$ cat src/rtl/sram_bus_arbiter_pkg.sv
// sram_bus_arbiter_pkg
// Shared definitions for the two-to-one SRAM-like bus arbiter:
//   - SRAM-like field widths
//   - owner tags stored in the outstanding-transaction FIFO
//   - arbitration FSM encodings and the grant selector type
package sram_bus_arbiter_pkg;

  localparam int ADDR_W = 32;
  localparam int DATA_W = 32;
  localparam int SIZE_W = 2;
  localparam int STRB_W = 4;

  // Which requester issued an outstanding transaction.
  localparam logic OWNER_INST = 1'b0;
  localparam logic OWNER_DATA = 1'b1;

  typedef enum logic [1:0] {
    ARB_IDLE   = 2'd0,
    ARB_HOLD_I = 2'd1,
    ARB_HOLD_D = 2'd2
  } arb_state_t;

  typedef enum logic [1:0] {
    GNT_NONE = 2'd0,
    GNT_INST = 2'd1,
    GNT_DATA = 2'd2
  } grant_t;

endpackage

$ cat src/rtl/sram_bus_arbiter_owner_fifo.sv
// owner_fifo
// DEPTH x 1-bit FIFO remembering which requester owns each accepted,
// not-yet-answered memory transaction (responses come back in order).
// Ports:
//   clk, reset    clock, asynchronous active-high reset
//   push, din     enqueue an owner tag (ignored when full)
//   pop           dequeue the head (ignored when empty)
//   head          owner tag of the oldest outstanding transaction
//   full, empty   occupancy flags
module owner_fifo
  import sram_bus_arbiter_pkg::*;
#(
  parameter int DEPTH = 4
) (
  input  logic clk,
  input  logic reset,
  input  logic push,
  input  logic pop,
  input  logic din,
  output logic head,
  output logic full,
  output logic empty
);

  localparam int PTR_W = $clog2(DEPTH);

  logic [DEPTH-1:0] slots;
  logic [PTR_W-1:0] rd_ptr;
  logic [PTR_W-1:0] wr_ptr;
  logic [PTR_W:0]   count;
  logic             do_push;
  logic             do_pop;

  assign full    = (count == (PTR_W + 1)'(DEPTH));
  assign empty   = (count == '0);
  assign do_push = push && !full;
  assign do_pop  = pop && !empty;
  assign head    = slots[rd_ptr];

  // Pointers wrap naturally because DEPTH is a power of two.
  always_ff @(posedge clk or posedge reset) begin
    if (reset) begin
      slots  <= {DEPTH{OWNER_INST}};
      rd_ptr <= '0;
      wr_ptr <= '0;
      count  <= '0;
    end else begin
      if (do_push) begin
        slots[wr_ptr] <= din;
        wr_ptr        <= wr_ptr + 1'b1;
      end
      if (do_pop) begin
        rd_ptr <= rd_ptr + 1'b1;
      end
      case ({do_push, do_pop})
        2'b10:   count <= count + 1'b1;
        2'b01:   count <= count - 1'b1;
        default: count <= count;
      endcase
    end
  end

endmodule

$ cat src/rtl/sram_bus_arbiter.sv
// sram_bus_arbiter
// Shares one SRAM-like memory port between the instruction-fetch and the
// data requester. Address phases are serialized; each accepted request is
// tagged with its owner in an in-order FIFO so that responses are routed
// back to the requester that issued them.
// Ports:
//   clk, reset                 clock, asynchronous active-high reset
//   inst_* / data_*            requester side (req, wr, size, wstrb, addr,
//                              wdata in; addr_ok, data_ok, rdata out)
//   mem_*                      memory side (muxed request out; addr_ok,
//                              data_ok, rdata in)
//   err                        sticky: response arrived with nothing pending
module sram_bus_arbiter
  import sram_bus_arbiter_pkg::*;
#(
  parameter int DEPTH        = 4,
  parameter int STARVE_LIMIT = 4
) (
  input  logic              clk,
  input  logic              reset,
  input  logic              inst_req,
  input  logic              inst_wr,
  input  logic [SIZE_W-1:0] inst_size,
  input  logic [STRB_W-1:0] inst_wstrb,
  input  logic [ADDR_W-1:0] inst_addr,
  input  logic [DATA_W-1:0] inst_wdata,
  output logic              inst_addr_ok,
  output logic              inst_data_ok,
  output logic [DATA_W-1:0] inst_rdata,
  input  logic              data_req,
  input  logic              data_wr,
  input  logic [SIZE_W-1:0] data_size,
  input  logic [STRB_W-1:0] data_wstrb,
  input  logic [ADDR_W-1:0] data_addr,
  input  logic [DATA_W-1:0] data_wdata,
  output logic              data_addr_ok,
  output logic              data_data_ok,
  output logic [DATA_W-1:0] data_rdata,
  output logic              mem_req,
  output logic              mem_wr,
  output logic [SIZE_W-1:0] mem_size,
  output logic [STRB_W-1:0] mem_wstrb,
  output logic [ADDR_W-1:0] mem_addr,
  output logic [DATA_W-1:0] mem_wdata,
  input  logic              mem_addr_ok,
  input  logic              mem_data_ok,
  input  logic [DATA_W-1:0] mem_rdata,
  output logic              err
);

  localparam int STARVE_W = $clog2(STARVE_LIMIT + 1);

  arb_state_t          state;
  grant_t              grant;
  logic                grant_req;
  logic [STARVE_W-1:0] starve_cnt;
  logic                starve_max;
  logic                accept;
  logic                fifo_head;
  logic                fifo_full;
  logic                fifo_empty;
  logic                resp_valid;

  assign starve_max = (starve_cnt == STARVE_W'(STARVE_LIMIT));

  // Grant selection: a pending address phase locks the mux to its owner;
  // otherwise data has priority unless inst has waited out its starvation
  // budget.
  always_comb begin
    grant = GNT_NONE;
    case (state)
      ARB_HOLD_I: grant = GNT_INST;
      ARB_HOLD_D: grant = GNT_DATA;
      default: begin
        if (data_req && !(inst_req && starve_max)) begin
          grant = GNT_DATA;
        end else if (inst_req) begin
          grant = GNT_INST;
        end
      end
    endcase
  end

  // Request field mux; fields read as zero when nobody holds the grant.
  always_comb begin
    grant_req = 1'b0;
    mem_wr    = 1'b0;
    mem_size  = '0;
    mem_wstrb = '0;
    mem_addr  = '0;
    mem_wdata = '0;
    case (grant)
      GNT_INST: begin
        grant_req = inst_req;
        mem_wr    = inst_wr;
        mem_size  = inst_size;
        mem_wstrb = inst_wstrb;
        mem_addr  = inst_addr;
        mem_wdata = inst_wdata;
      end
      GNT_DATA: begin
        grant_req = data_req;
        mem_wr    = data_wr;
        mem_size  = data_size;
        mem_wstrb = data_wstrb;
        mem_addr  = data_addr;
        mem_wdata = data_wdata;
      end
      default: ;
    endcase
  end

  // A full owner FIFO blocks new address phases; reset silences the port.
  assign mem_req      = grant_req && !fifo_full && !reset;
  assign accept       = mem_req && mem_addr_ok;
  assign inst_addr_ok = accept && (grant == GNT_INST);
  assign data_addr_ok = accept && (grant == GNT_DATA);

  // A response with nothing outstanding is dropped and flagged instead.
  assign resp_valid   = mem_data_ok && !fifo_empty && !reset;
  assign inst_data_ok = resp_valid && (fifo_head == OWNER_INST);
  assign data_data_ok = resp_valid && (fifo_head == OWNER_DATA);
  assign inst_rdata   = mem_rdata;
  assign data_rdata   = mem_rdata;

  owner_fifo #(
    .DEPTH(DEPTH)
  ) u_owner_fifo (
    .clk   (clk),
    .reset (reset),
    .push  (accept),
    .pop   (mem_data_ok),
    .din   ((grant == GNT_DATA) ? OWNER_DATA : OWNER_INST),
    .head  (fifo_head),
    .full  (fifo_full),
    .empty (fifo_empty)
  );

  // Arbitration FSM: an offered but unaccepted request locks the grant;
  // acceptance releases it. With mem_req low (idle or FIFO full) the state
  // is held.
  always_ff @(posedge clk or posedge reset) begin
    if (reset) begin
      state <= ARB_IDLE;
    end else if (mem_req) begin
      if (mem_addr_ok) begin
        state <= ARB_IDLE;
      end else if (grant == GNT_DATA) begin
        state <= ARB_HOLD_D;
      end else begin
        state <= ARB_HOLD_I;
      end
    end
  end

  // Starvation counter: consecutive data acceptances while inst waits.
  always_ff @(posedge clk or posedge reset) begin
    if (reset) begin
      starve_cnt <= '0;
    end else if (!inst_req || inst_addr_ok) begin
      starve_cnt <= '0;
    end else if (data_addr_ok && !starve_max) begin
      starve_cnt <= starve_cnt + 1'b1;
    end
  end

  // Sticky protocol error: response with an empty owner FIFO.
  always_ff @(posedge clk or posedge reset) begin
    if (reset) begin
      err <= 1'b0;
    end else if (mem_data_ok && fifo_empty) begin
      err <= 1'b1;
    end
  end

endmodule

$ cat config.mk
export PLATFORM = sky130hd
export DESIGN_NAME = sram_bus_arbiter
export DESIGN_NICKNAME = d
export VERILOG_FILES = /design/src/rtl/sram_bus_arbiter_pkg.sv /design/src/rtl/sram_bus_arbiter_owner_fifo.sv /design/src/rtl/sram_bus_arbiter.sv
export SDC_FILE = /design/constraint.sdc
export NUM_CORES = 1
export LEC_CHECK = 0
export ABC_CLOCK_PERIOD_IN_PS = 3400
export BUFFER_PORTS_ARGS = -buffer_cell sky130_fd_sc_hd__buf_2
export CORE_AREA = 2 2 124 126
export CTS_CLUSTER_SIZE = 16
export DETAILED_ROUTE_END_ITERATION = 10
export DIE_AREA = 0 0 126 128
export RECOVER_POWER = 50
export SYNTH_ARGS = -nofsm -noshare
export SYNTH_HDL_FRONTEND = slang
export SYNTH_SLANG_ARGS = --single-unit
$ cat constraint.sdc
create_clock -name clk -period 3.4 [get_ports clk]
set_input_delay 0.17 -clock clk [delete_from_list [all_inputs] [get_ports clk]]
set_output_delay 0.17 -clock clk [all_outputs]
set_load 0.01 [all_outputs]
After elaboration in Yosys (flattened, before gate mapping) --
Cells that the tools add are included.
Cells by class: bitwise logic cells 1, equality and inequality tests 8, add/subtract/negate cells 5, mux-type cells 20, reductions and logical operators 25, $lt $le $gt $ge 3
Operators by type and width (count):
- $pmux W32 S2 | 2
- $logic_and A1 B1 Y1 | 15
- $pmux W2 S2 | 2
- $pmux W4 S2 | 1
- $add A3 B1 Y3 const B | 2
- $eq A2 B1 Y1 const B | 3
- $eq A2 B2 Y1 const B | 3
- $eq A3 B3 Y1 const B | 2
- $logic_not A1 Y1 | 6
- $lt A2 B3 Y1 const B | 2
- $mux W2 | 3
- $mux W3 | 2
- $pmux W3 S2 | 1
- $add A2 B1 Y2 const B | 2
- $bwmux W4 | 1
- $mux W1 | 4
- $pmux W1 S2 | 2
- $reduce_bool A2 Y1 | 2
- $logic_not A3 Y1 | 1
- $sub A3 B1 Y3 const B | 1
- $bmux W1 S2 | 1
- $demux W1 S2 | 1
- $ge A2 B1 Y1 const B | 1
- $logic_or A1 B1 Y1 | 1
- $not A1 Y1 | 1
Word-level totals: register bits 17, output and inout port bits 141, input port bits 180

Logic depth before layout (Yosys ltp) --
word-level depth 15, mapped depth 17, mapped depth without buffers 16

Hierarchy --
From an unflattened synthesis, not the netlist that was laid out.
Second synthesis, totals: cell total of the unflattened synthesis 342, area total of the unflattened synthesis 2499.9 um2
Modules (own cells, without submodules):
- sram_bus_arbiter | area each 1890.6 um2, cells an instance 287, times used 1, seq. area each 150.1 um2
- owner_fifo | area each 609.3 um2, cells an instance 55, times used 1, seq. area each 275.3 um2

Worst setup path after synthesis --
No wires, ideal clock.
path type reg2reg, start reg starve_cnt[0], end reg u_owner_fifo.count[2], period minus slack after synthesis 2831 ps, slack 569 ps, buffers on the path 1, data arrival time 2705 ps, library setup time 125 ps, stages on the path, launching flop included 17, cell sequence dfrtp_1 > inv_1 > ha_1 > nand2_1 > nand2_1 > nand3_1 > o21a_1 > ha_1 > clkbuf_1 > nor4_4 > inv_1 > ha_1 > inv_1 > fa_1 > xor2_1 > nor2_1 > xor2_1
On the way: cells in the longest elaborated chain, start to end 14, elaborated cells on any way between the ends 17
RTL lines:
- from (decl) | line sram_bus_arbiter.sv:56 | logic [STARVE_W-1:0] starve_cnt;
- from (signal assigned) | line sram_bus_arbiter.sv:163 | starve_cnt <= starve_cnt + 1'b1;
- $eq A3 B3 Y1 (*) | line sram_bus_arbiter.sv:64 | assign starve_max = (starve_cnt == STARVE_W'(STARVE_LIMIT));
- $logic_and A1 B1 Y1 (*) | line sram_bus_arbiter.sv:75 | if (data_req && !(inst_req && starve_max)) begin
- $logic_not A1 Y1 (*) | line sram_bus_arbiter.sv:75
- $logic_and A1 B1 Y1 (*) | line sram_bus_arbiter.sv:75
- $mux W2 (*) | line sram_bus_arbiter.sv:75
- $pmux W2 S2 (*) | line sram_bus_arbiter.sv:71 | case (state)
- $eq A2 B2 Y1 / $eq A2 B1 Y1 (equally long branches) | line sram_bus_arbiter.sv:92 | case (grant)
- $pmux W1 S2 (*) | line sram_bus_arbiter.sv:92
- $logic_and A1 B1 Y1 (*) (2 in series) | line sram_bus_arbiter.sv:114 | assign mem_req = grant_req && !fifo_full && !reset;
- $logic_and A1 B1 Y1 (*) | line sram_bus_arbiter.sv:115 | assign accept = mem_req && mem_addr_ok;
- $logic_and A1 B1 Y1 (*) | line sram_bus_arbiter_owner_fifo.sv:36 | assign do_push = push && !full;
- $eq A2 B1 Y1 / $eq A2 B2 Y1 (equally long branches) | line sram_bus_arbiter_owner_fifo.sv:55 | case ({do_push, do_pop})
- $pmux W3 S2 / $reduce_bool A2 Y1 (equally long branches)
- to (signal assigned) | line sram_bus_arbiter_owner_fifo.sv:56 | 2'b10: count <= count + 1'b1;
- to (signal assigned) | line sram_bus_arbiter_owner_fifo.sv:57 | 2'b01: count <= count - 1'b1;
- to (signal assigned) | line sram_bus_arbiter_owner_fifo.sv:58 | default: count <= count;
- to (decl) | line sram_bus_arbiter_owner_fifo.sv:30 | logic [PTR_W:0] count;
Mark *: on every way between the ends. The rest lies on a longest branch, timed or not. A chain may end at the register's enable or synchronous reset.

Final worst setup path --
start reg state[0], end reg u_owner_fifo.count[2]
On the way: cells in the longest elaborated chain, start to end 10, elaborated cells on any way between the ends 14
RTL lines:
- from (decl) | line sram_bus_arbiter.sv:53 | arb_state_t state;
- from (signal assigned) | line sram_bus_arbiter.sv:144 | state <= ARB_IDLE;
- from (signal assigned) | line sram_bus_arbiter.sv:147 | state <= ARB_IDLE;
- from (signal assigned) | line sram_bus_arbiter.sv:149 | state <= ARB_HOLD_D;
- $eq A2 B2 Y1 / $eq A2 B1 Y1 (equally long branches) | line sram_bus_arbiter.sv:71
- $pmux W2 S2 (*) | line sram_bus_arbiter.sv:71
- $eq A2 B2 Y1 / $eq A2 B1 Y1 (equally long branches) | line sram_bus_arbiter.sv:92
- $pmux W1 S2 (*) | line sram_bus_arbiter.sv:92
- $logic_and A1 B1 Y1 (*) (2 in series) | line sram_bus_arbiter.sv:114
- $logic_and A1 B1 Y1 (*) | line sram_bus_arbiter.sv:115
- $logic_and A1 B1 Y1 (*) | line sram_bus_arbiter_owner_fifo.sv:36
- $eq A2 B1 Y1 / $eq A2 B2 Y1 (equally long branches) | line sram_bus_arbiter_owner_fifo.sv:55
- $pmux W3 S2 / $reduce_bool A2 Y1 (equally long branches)
Marked as above.

==> impl_metrics.tcl <==
set metrics [dict create \
    grt_usage_pct 10.67 \
    cts.clk_slew.worst_paths_ps 50 \
    grt_pass1_vias 2524 \
    highest_layer "met4" \
    min_path_type "input port to asynchronous set/reset pin" \
    cts-resized-gates 0 \
    ys_warn_count 0 \
    rrSetupSlack_ps 590 \
    drive_gt1_share_pct 49.90 \
    relSlewSlack_pct 53.17 \
    io-pin-count 321 \
    grt_overflow 0 \
    cts_tree "done" \
    layout_common_cells "220 x buf_2, 73 x a22oi_1, 73 x nor2_1" \
    area_delta_synth_final_pct 38.01 \
    worstSetupStartpoint "state[0]" \
    synth_edf_count 0 \
    wl_um 9680 \
    fp.dieW_um 126 \
    antenna_found_initial 0 \
    pwr_density_cell_nw_per_um2 1007 \
    synth_cells 337 \
    worstMarginPinSlew_ps 701.7 \
    die_area_um2 16130 \
    cts_max_level 1 \
    finClkSkew_ps 2.085 \
    synth_area_leaders "a22oi_1 22%, buf_4 20%, dfrtp_1 17%" \
    worst-path-max-fanout 5 \
    final_common_cell "buf_2" \
    cts_buffers 3 \
    rr_startpoint "state[0]" \
    period_share_pct 82.55 \
    startpoint_type "flop" \
    met3_length_um 928 \
    portBuffers 224 \
    gp_congestion 0.7550 \
    async_flop_share_pct 100.0 \
    timing.final.crit_period_ps 2807 \
    diodes 0 \
    p_leak_nw 1.779 \
    route.detailed.drc 0 \
    reg2reg_depth 14 \
    crit_arrival_ps 2980 \
    detail-route-antenna-nets 0 \
    max_freq_mhz 356.3 \
    clkSinkCount 17 \
    path_class "flop to flop" \
    rows 45 \
    avgSynthCellArea_um2 7.229 \
    m1WireLength_um 3954 \
    cp-endpoint "u_owner_fifo.count[2]" \
    cts.path.max_buffers 2 \
    core_um2 14860 \
    tns_ps 0 \
    via_count 2873 \
    synth_seq_cells 17 \
    rsz0062_at_grt "false" \
    max-cap-violations 0 \
    die_height_um 128 \
    reg2reg_to "u_owner_fifo.count[2]" \
    synth_top_cell_by_area "a22oi_1" \
    ys_seq_area_share_pct 17.46 \
    synth_top_area_share_pct 22.50 \
    final_util_pct 22.62 \
    syn_area_um2 2436 \
    postCtsSetupBuffers 0 \
    final_area_um2 3362 \
    hold_viol_final 0 \
    first_iter_violations 120 \
    fillers 1729 \
    clock_latency_ps 250 \
    critPathRequiredTime_ps 3580 \
    wl_met2_um 4550 \
    synth_nets 529 \
    layout.nets 674 \
    dp_hpwl_um 7831 \
    grt_max_degree 81 \
    setup_viol 0 \
    place_area_um2 3287 \
    cts-root-buf "clkbuf_16" \
    yosysUniqueCellTypes 37 \
    drt-vias-per-instance 4.294 \
    grt_pass1_wl_um 13610 \
    drtPass1Iterations 4 \
    drv_slew 0 \
    initial_core_util_pct 16.39 \
    endpoint_kind "flop" \
    irDropWorstVdd_uv 552.1 \
    postCtsHoldBufs 0 \
    post_drt_wl_per_cell_um 14.47 \
    yosys_most_used_dff "dfrtp_1" \
    status "complete, no violations" \
]
==> cell usage after synthesis (all sizes together) (2+ instances only) <==
master,count
a22oi,73
nor2,73
buf,71
clkbuf,19
dfrtp,17
inv,16
nand2,13
ha,11
o21ai,5
mux2,4
nand3,4
xnor2,4
and3,2
nand2b,2
nor3,2
nor4,2
o22ai,2
or3,2
xor2,2
==> worst max-delay path, cell delays in order, from the launching register on <==
cell and delay, ps:
dfrtp_1 350, inv_1 60, ha_1 340, o21ai_0 250, inv_1 80, ha_2 200
a22oi_1 340, nor4_4 60, inv_1 60, ha_1 160, inv_1 60, fa_1 370
xor2_1 150, nor2_1 100, xor2_1 140
==> worst min-delay path by stage <==
stage,startpoint,endpoint,cells past startpoint
final,reset,u_owner_fifo.count[1],2
after global routing,reset,u_owner_fifo.slots[1],2
after CTS,reset,starve_cnt[2],2
after detailed placement,mem_rdata[28],data_rdata[28],0
after global placement,mem_rdata[28],data_rdata[28],0
after floorplan,reset,err,1
==> where the power goes <==
part	switching (mW)	internal, mW	total [mW]
Sequential	0.0582	0.282	0.341
Clock	0.0828	0.158	0.240
Combinational	1.76	1.04	2.80
==> flip-flops by register name (all words and copies together) (netlist names) <==
signal and count:
u_owner_fifo.slots 4, state 2, u_owner_fifo.rd_ptr 2, err 1
u_owner_fifo.count 3, u_owner_fifo.wr_ptr 2, starve_cnt 3
==> metrics by stage <==
step,hold slack [ps],power (mW),setup WS (ps),cells
final,59.59,3.384,593.2,669
after global routing,134.3,3.717,373.5,669
after CTS,84.16,3.438,559.9,669
after detailed placement,340.1,3.184,615.0,665
after global placement,340.1,3.179,658.1,665
after floorplan,101.2,2.224,569.3,337
==> metal layers <==
metal,GRT usage (%),up-vias
li1,-,1386
met1,13.39,1290
met2,17.65,163
met3,3.214,34
met4,3.297,0
met5,0,-
==> cell families after synthesis <==
logic type                 after synthesis  synth area share, %
xor gates and xnor gates                 6                2.157
AOI/OAI and AO/OA                       84                25.17
adders and majority gates               12                6.471
DFF                                     17                17.46
and+or+nand+nor                        106                19.26
buffers and inverters                  106                26.30
muxes                                    6                3.184
==> layout make-up <==
type | count | area (µm²) | share of cell area [%]
multi-input cells | 214 | 1375 | 40.90
repair buffers | 230 | 1186 | 35.28
flip-flops and latches | 17 | 425.4 | 12.65
well taps | 188 | 235.2 | 6.997
clock buffers | 3 | 75.07 | 2.233
inverters | 16 | 60.06 | 1.786
clock inverters | 1 | 5.005 | 0.1489
Power figures use the tool's default switching activity.
